**config.mk**
```make
export PLATFORM = sky130hd
export DESIGN_NAME = fp_mul_seq_ctrl
export DESIGN_NICKNAME = d
export VERILOG_FILES = /design/src/rtl/fpm_ctrl_pkg.sv /design/src/rtl/fpm_wait_timer.sv /design/src/rtl/fp_mul_seq_ctrl.sv
export SDC_FILE = /design/constraint.sdc
export NUM_CORES = 1
export LEC_CHECK = 0
export ABC_AREA = 1
export CORE_UTILIZATION = 47
export CTS_CLUSTER_SIZE = 8
export DETAILED_ROUTE_END_ITERATION = 7
export HOLD_SLACK_MARGIN = 0.03
export PLACE_DENSITY = 0.79
export SLEW_MARGIN = 10
export SYNTH_ARGS = -nofsm -noshare
export SYNTH_HDL_FRONTEND = slang
export SYNTH_SLANG_ARGS = --single-unit
```
**constraint.sdc**
```tcl
create_clock -name clk -period 1.8 [get_ports clk]
set_clock_uncertainty 0.15 [all_clocks]
set_input_delay 0.36 -clock clk [delete_from_list [all_inputs] [get_ports clk]]
set_output_delay 0.36 -clock clk [all_outputs]
set_load 0.005 [all_outputs]
```
**src/rtl/fpm_ctrl_pkg.sv**
```systemverilog
// Shared definitions for the fp multiplier sequencing controller: state encoding,
// watchdog defaults and the wait-timer width helper.
package fpm_ctrl_pkg;

  localparam logic [2:0] ST_IDLE   = 3'd0;
  localparam logic [2:0] ST_EXP    = 3'd1;
  localparam logic [2:0] ST_BIAS   = 3'd2;
  localparam logic [2:0] ST_MSTART = 3'd3;
  localparam logic [2:0] ST_MWAIT  = 3'd4;
  localparam logic [2:0] ST_DONE   = 3'd5;
  localparam logic [2:0] ST_ZDONE  = 3'd6;
  localparam logic [2:0] ST_ERR    = 3'd7;

  typedef enum logic [2:0] {
    S_IDLE   = ST_IDLE,
    S_EXP    = ST_EXP,
    S_BIAS   = ST_BIAS,
    S_MSTART = ST_MSTART,
    S_MWAIT  = ST_MWAIT,
    S_DONE   = ST_DONE,
    S_ZDONE  = ST_ZDONE,
    S_ERR    = ST_ERR
  } state_t;

  localparam int DEFAULT_MAX_WAIT = 64;
  localparam int DEFAULT_WAIT_W   = $clog2(DEFAULT_MAX_WAIT + 1);

  function automatic int wait_width(input int max_wait);
    return $clog2(max_wait + 1);
  endfunction

endpackage

```
**src/rtl/fpm_wait_timer.sv**
```systemverilog
// Loadable down-counter for the multiply-wait watchdog; expired is high during
// the final permitted cycle, so the caller can leave on that edge.
module fpm_wait_timer #(
  parameter int W    = 7,
  parameter int LOAD = 64
) (
  input  logic clk,
  input  logic reset,
  input  logic load,
  input  logic en,
  output logic expired
);

  logic [W-1:0] cnt;

  always_ff @(posedge clk or posedge reset) begin
    if (reset) begin
      cnt <= '0;
    end else if (load) begin
      cnt <= W'(LOAD);
    end else if (en && (cnt != '0)) begin
      cnt <= cnt - W'(1);
    end
  end

  assign expired = (cnt == W'(1));

endmodule

```
**src/rtl/fp_mul_seq_ctrl.sv**
```systemverilog
// Sequencer driving the fp multiplier datapath enables: capture, exponent, bias, start, wait, complete.
// Define FPM_CTRL_WATCHDOG_EN to bound the multiply wait with a sticky timeout_err.
module fp_mul_seq_ctrl
  import fpm_ctrl_pkg::*;
#(
  parameter int MAX_WAIT = DEFAULT_MAX_WAIT,
  parameter int CNT_W    = 16
) (
  input  logic             clk,
  input  logic             reset,
  input  logic             in_valid,
  output logic             in_ready,
  input  logic             is_zero,
  input  logic             mul_done,
  output logic             reg_1_e,
  output logic             reg_2_e,
  output logic             rwe_a,
  output logic             rwe_b,
  output logic             mul_enable,
  output logic             out_valid,
  input  logic             out_ready,
  output logic             out_zero,
  output logic             timeout_err,
  output logic [CNT_W-1:0] op_count,
  output logic             busy
);

  state_t state, next_state;
  logic   accept;
  logic   wd_expired;

  assign accept = (state == S_IDLE) && in_valid && in_ready;
  assign busy   = (state != S_IDLE);

`ifdef FPM_CTRL_WATCHDOG_EN
  localparam int WAIT_W = wait_width(MAX_WAIT);

  // Loaded while MSTART so the count starts fresh on the first MWAIT cycle.
  fpm_wait_timer #(
    .W    (WAIT_W),
    .LOAD (MAX_WAIT)
  ) u_wait_timer (
    .clk     (clk),
    .reset   (reset),
    .load    (state == S_MSTART),
    .en      (state == S_MWAIT),
    .expired (wd_expired)
  );

  always_ff @(posedge clk or posedge reset) begin
    if (reset) begin
      timeout_err <= 1'b0;
    end else if ((state == S_MWAIT) && (next_state == S_ERR)) begin
      timeout_err <= 1'b1;
    end
  end
`else
  assign wd_expired  = 1'b0;
  assign timeout_err = 1'b0;
`endif

  always_comb begin
    next_state = state;
    reg_1_e    = 1'b0;
    reg_2_e    = 1'b0;
    rwe_a      = 1'b0;
    rwe_b      = 1'b0;
    mul_enable = 1'b0;
    out_valid  = 1'b0;
    out_zero   = 1'b0;
    case (state)
      S_IDLE: begin
        if (accept) begin
          reg_1_e    = 1'b1;
          reg_2_e    = 1'b1;
          next_state = S_EXP;
        end
      end
      S_EXP: begin
        rwe_a      = 1'b1;
        next_state = is_zero ? S_ZDONE : S_BIAS;
      end
      S_BIAS: begin
        rwe_b      = 1'b1;
        next_state = S_MSTART;
      end
      // mul_done may still be high from the previous op here, so it is not looked at.
      S_MSTART: begin
        mul_enable = 1'b1;
        next_state = S_MWAIT;
      end
      S_MWAIT: begin
        if (mul_done) begin
          next_state = S_DONE;
        end else if (wd_expired) begin
          next_state = S_ERR;
        end
      end
      S_DONE, S_ERR: begin
        out_valid = 1'b1;
        if (out_ready) next_state = S_IDLE;
      end
      S_ZDONE: begin
        out_valid = 1'b1;
        out_zero  = 1'b1;
        if (out_ready) next_state = S_IDLE;
      end
      default: next_state = S_IDLE;
    endcase
  end

  always_ff @(posedge clk or posedge reset) begin
    if (reset) begin
      state    <= S_IDLE;
      in_ready <= 1'b0;
      op_count <= '0;
    end else begin
      state    <= next_state;
      in_ready <= (next_state == S_IDLE);
      if (((state == S_DONE) || (state == S_ZDONE)) && out_ready) begin
        op_count <= op_count + CNT_W'(1);
      end
    end
  end

endmodule
```
==> After elaboration in Yosys (flattened, before gate mapping) <==
Cells that the tools add are included.
{ "op_classes": {"n_addsub": 1, "eq_ne": 7, "muxes": 12, "reduce_logical": 8} }
{ "ops": {"columns": ["op", "count"], "rows": [
  ["3-bit case mux with 6 select lines", 1],
  ["16-bit by 1-bit adder with 16-bit output (second input constant)", 1],
  ["3-bit equality test (second input constant)", 4],
  ["3-bit 2-to-1 mux", 4],
  ["1-bit 2-to-1 mux", 7],
  ["3-bit by 2-bit equality test with 1-bit output (second input constant)", 2],
  ["3-bit logical NOT", 2],
  ["3-bit by 1-bit equality test with 1-bit output (second input constant)", 1],
  ["1-bit logical AND", 3],
  ["3-bit nonzero test", 1],
  ["3-bit OR reduction", 1],
  ["1-bit logical OR", 1]
]} }
{ "totals": {"reg_bits": 20, "input_bits": 6, "word_cells": 31} }

==> Longest topological paths before layout <==
{ "logic_depth": {"ltp_word": 6, "depth_mapped": 8} }

==> Least setup slack after synthesis <==
Ideal clock, no wire load.
{ "synth_timing": {"path_type": "reg-to-reg", "startpoint": "reg op_count[0]", "endpoint": "reg op_count[10]", "setup_time_ns": 0.117, "t_arrival_ns": 1.189, "path_slack_ns": 0.344, "stages_incl_launch_ff": 9, "n_path_buf": 0, "path_cell_list": "dfrtp_1 > ha_1 > nand3_1 > nor2_1 > nand2_2 > nor2_4 > nand2_1 > nand2_1 > nand2_1"} }
{ "synth_via": {"elab_chain_len": 1} }
{ "synth_rtl": {"columns": ["element", "line", "text"], "rows": [
  ["from (decl)", "fp_mul_seq_ctrl.sv:24", "output logic [CNT_W-1:0] op_count,"],
  ["from (signal assigned)", "fp_mul_seq_ctrl.sv:121", "op_count <= op_count + CNT_W'(1);"],
  ["16-bit by 1-bit adder with 16-bit output", "fp_mul_seq_ctrl.sv:121", null]
]} }
No other way between the ends.
A chain may end at the register's enable or synchronous reset.

==> Final worst setup path <==
{ "layout_timing": {"startpoint": "reg state[1]", "endpoint": "out out_valid"} }
{ "layout_via": {"elab_chain_len": 3, "word_cells_on_any_way": 5} }
{ "layout_rtl": {"columns": ["element", "line", "text"], "rows": [
  ["from (decl)", "fp_mul_seq_ctrl.sv:28", "state_t state, next_state;"],
  ["from (signal assigned)", "fp_mul_seq_ctrl.sv:118", "state <= next_state;"],
  ["3-bit equality test", "fp_mul_seq_ctrl.sv:71", "case (state)"],
  ["3-bit OR reduction (no source line) (*)", null, null],
  ["1-bit 2-to-1 mux (*)", "fp_mul_seq_ctrl.sv:71", null],
  ["to (decl)", "fp_mul_seq_ctrl.sv:20", "output logic out_valid,"]
]} }
Mark *: on every way between the ends. The rest lies on a longest branch, timed or not.

==> results.yml <==
run_status:
  status: "finished with violations"
  violations: "negative setup slack"
critical_path:
  endpoint_kind: "output pin"
  startpoint_type: "register"
  worstPathArrival_ps: 1330
  cp_max_fo: 3
  cp.required_ps: 1290
  setup.worst_path.class: "register to output pin"
  ff2ff_path_depth: 10
clock_tree:
  cts_tree: "done"
  clock_latency_ps: 300
  numCtsBuffers: 3
  clock_path_buffers: 2
  clock-sinks: 20
  root_buffer: "clkbuf_4"
  cts_htree_levels: 1
  clk_pin_slew_ps: 110
route:
  drt_first_pass_iters: 4
  first_iter_violations: 19
  wl_um: 3360
  wl_per_cell_um: 13.6
  antenna_left: 0
  vias: 1239
  drc: 0
  viasPerCell: 5.00
floorplan:
  io_pins: 32
  core_region_area_um2: 2250
  dieArea_um2: 2660
  die_height_um: 51.5
  fp-row-count: 17
  start_util_pct: 51.2
  die_w_um: 51.5
synthesis:
  synth_cell_type_count: 23
  ys_seq_area_share_pct: 43.4
  synth-xor-area-share_pct: 6.72
  synthSimpleGateAreaFrac_pct: 35.7
  synth_top_family_by_area: "simple AND/OR/NAND/NOR gates"
  synth.avg_cell_area_um2: 7.59
  synth-seq-cells: 20
  muxShareOfSynthArea_pct: 0
  yosys_warnings: 0
  synth_adder_area_share_pct: 1.08
  synthCells: 152
  synth-compound-area-share_pct: 3.36
  syn-cell-area_um2: 1150
  syn-num-nets: 159
power_and_ir_drop:
  pwr-share-comb_pct: 57.8
  p_total_w: 0.00217
  power_density_nw_per_um2: 1180
  p_int_w: 0.00135
  irDropWorstVdd_uv: 871
  switching_share_pct: 38.0
  power_switching_w: 0.000826
  p_leak_nw: 0.986
  p_seq_share_pct: 30.3
  p_clk_share_pct: 11.9
timing:
  post-route-min-period_ps: 1840
  final.period_utilization_pct: 102
  setup_viol: 2
  slew_violations: 0
  max_freq_ghz: 0.545
  rsz0062_at_grt: "yes"
  hold_slack_ps: 212
  fin_ws_ps: -35.0
  timing_hold_violations_final: 0
global_routing:
  grt_max_degree: 21
  grt_pass1_vias: 1212
  grt_overflow_total: 0
  grtUsageTotal_pct: 26.8
  antenna_found_initial: 0
  grt_pass1_wl_um: 5160
hold_path:
  hp-class: "input pin to async pin"
finish:
  final_nets: 228
  multi_input_area_um2: 598
  layout_commonest_cell: "nand2_1"
  layout-drive-gt1-share_pct: 31.8
  final_util_pct: 81.7
  seq_area_um2: 503
  antennaDiodeCount: 0
  syn2layout_area_growth_pct: 59.8
  final_cell_mix: "50 x nand2_1, 28 x buf_4, 20 x clkdlybuf4s50_1"
  fill_cells: 141
flow_run:
  max_cap_viol_count: 0
placement:
  place_congestion: 0.810
  dp_hpwl_um: 1920
  numPortBuffers: 30
## power by group through the flow
stage / Combinational, W / Clock (W) / Sequential (W)
after detailed placement: 0.000775 / 0 / 0.000696
after CTS: 0.00104 / 0.000263 / 0.000663
final: 0.00126 / 0.000259 / 0.000659
after global placement: 0.000745 / 0 / 0.000686
after global routing: 0.00137 / 0.000287 / 0.000669
after floorplan: 0.000361 / 0 / 0.000692
## synth_stat cells
master,count,area [um^2]
a31oi_1,1,6.26
buf_4,2,15.0
buf_6,1,11.3
conb_1,1,3.75
dfrtp_1,20,500
ha_1,1,12.5
inv_1,22,82.6
nand2_1,52,195
nand2_2,2,12.5
nand2_4,1,11.3
nand3_1,10,50.1
nand4_1,3,18.8
nor2_1,16,60.1
nor2_4,2,22.5
nor2_8,1,20.0
nor3_1,3,15.0
o2111ai_1,1,8.76
o21ai_0,3,15.0
o21ai_2,1,8.76
or2_2,1,6.26
xnor2_1,4,35.0
xor2_1,3,26.3
xor2_2,1,16.3
## layout make-up
| cell class | count | share of cell area (%) |
|---|---|---|
| Multi-Input combinational cell | 107 | 32.5 |
| Timing Repair Buffer | 67 | 31.6 |
| Clock buffer | 4 | 1.97 |
| Tap cell | 28 | 1.90 |
| Sequential cell | 20 | 27.3 |
| Inverter | 22 | 4.75 |
## stage by stage
step	worst slack [ps]	cells	area, um^2	setup TNS (ps)
after global routing	-98.7	248	1840	-443
after detailed placement	-227	214	1520	-481
final	-35.0	248	1840	-42.3
after floorplan	344	152	1150	0
after CTS	-105	235	1700	-295
after global placement	-204	214	1520	-406
## sequential cells by signal, indices dropped and copies added, names as in the netlist
signal	cells
op_count	16
state	3
in_ready	1
## per-layer routing
metal	up-vias	track usage, %	part of all wire (%)
met2	55	50.0	51
li1	600	-	-
met1	569	29.4	39
met5	-	0	0
met4	0	11.3	4.3
met3	15	4.68	5.4
## worst paths after layout
kind,startpoint,endpoint,slack (ps)
min in group clk,op_count[9]$_DFFE_PP0P_,op_count[9]$_DFFE_PP0P_,390
max in group asynchronous,reset,state[0]$_DFF_PP0_,1060
worst min register to register,op_count[9]$_DFFE_PP0P_,op_count[9]$_DFFE_PP0P_,390
worst min-delay path,reset,op_count[9]$_DFFE_PP0P_,210
worst max register to register,state[1]$_DFF_PP0_,op_count[11]$_DFFE_PP0P_,60
worst max-delay path,state[1]$_DFF_PP0_,out_valid,-40
## critical path, stage by stage (launching register included)
cell	delay, ps
dfrtp_2	460
buf_6	140
buf_6	120
o21ai_4	130
inv_1	60
buf_2	120
## logic make-up after synthesis
| logic type | count (synthesis) |
|---|---|
| buf+inv | 25 |
| other cells | 1 |
| compound gates | 6 |
| xor+xnor | 8 |
| flops | 20 |
| simple gates | 91 |
| fa+ha+maj | 1 |
## what timing repair did
item / 4_1_cts / 5_1_grt
hold endpoints to repair: 0 / 0
setup buffers: 17 / 17
resized for setup: 32 / 28
setup endpoints to repair: 11 / 31
pin swaps: 2 / 5
hold buffers: 0 / 0
Power figures use the tool's default switching activity.
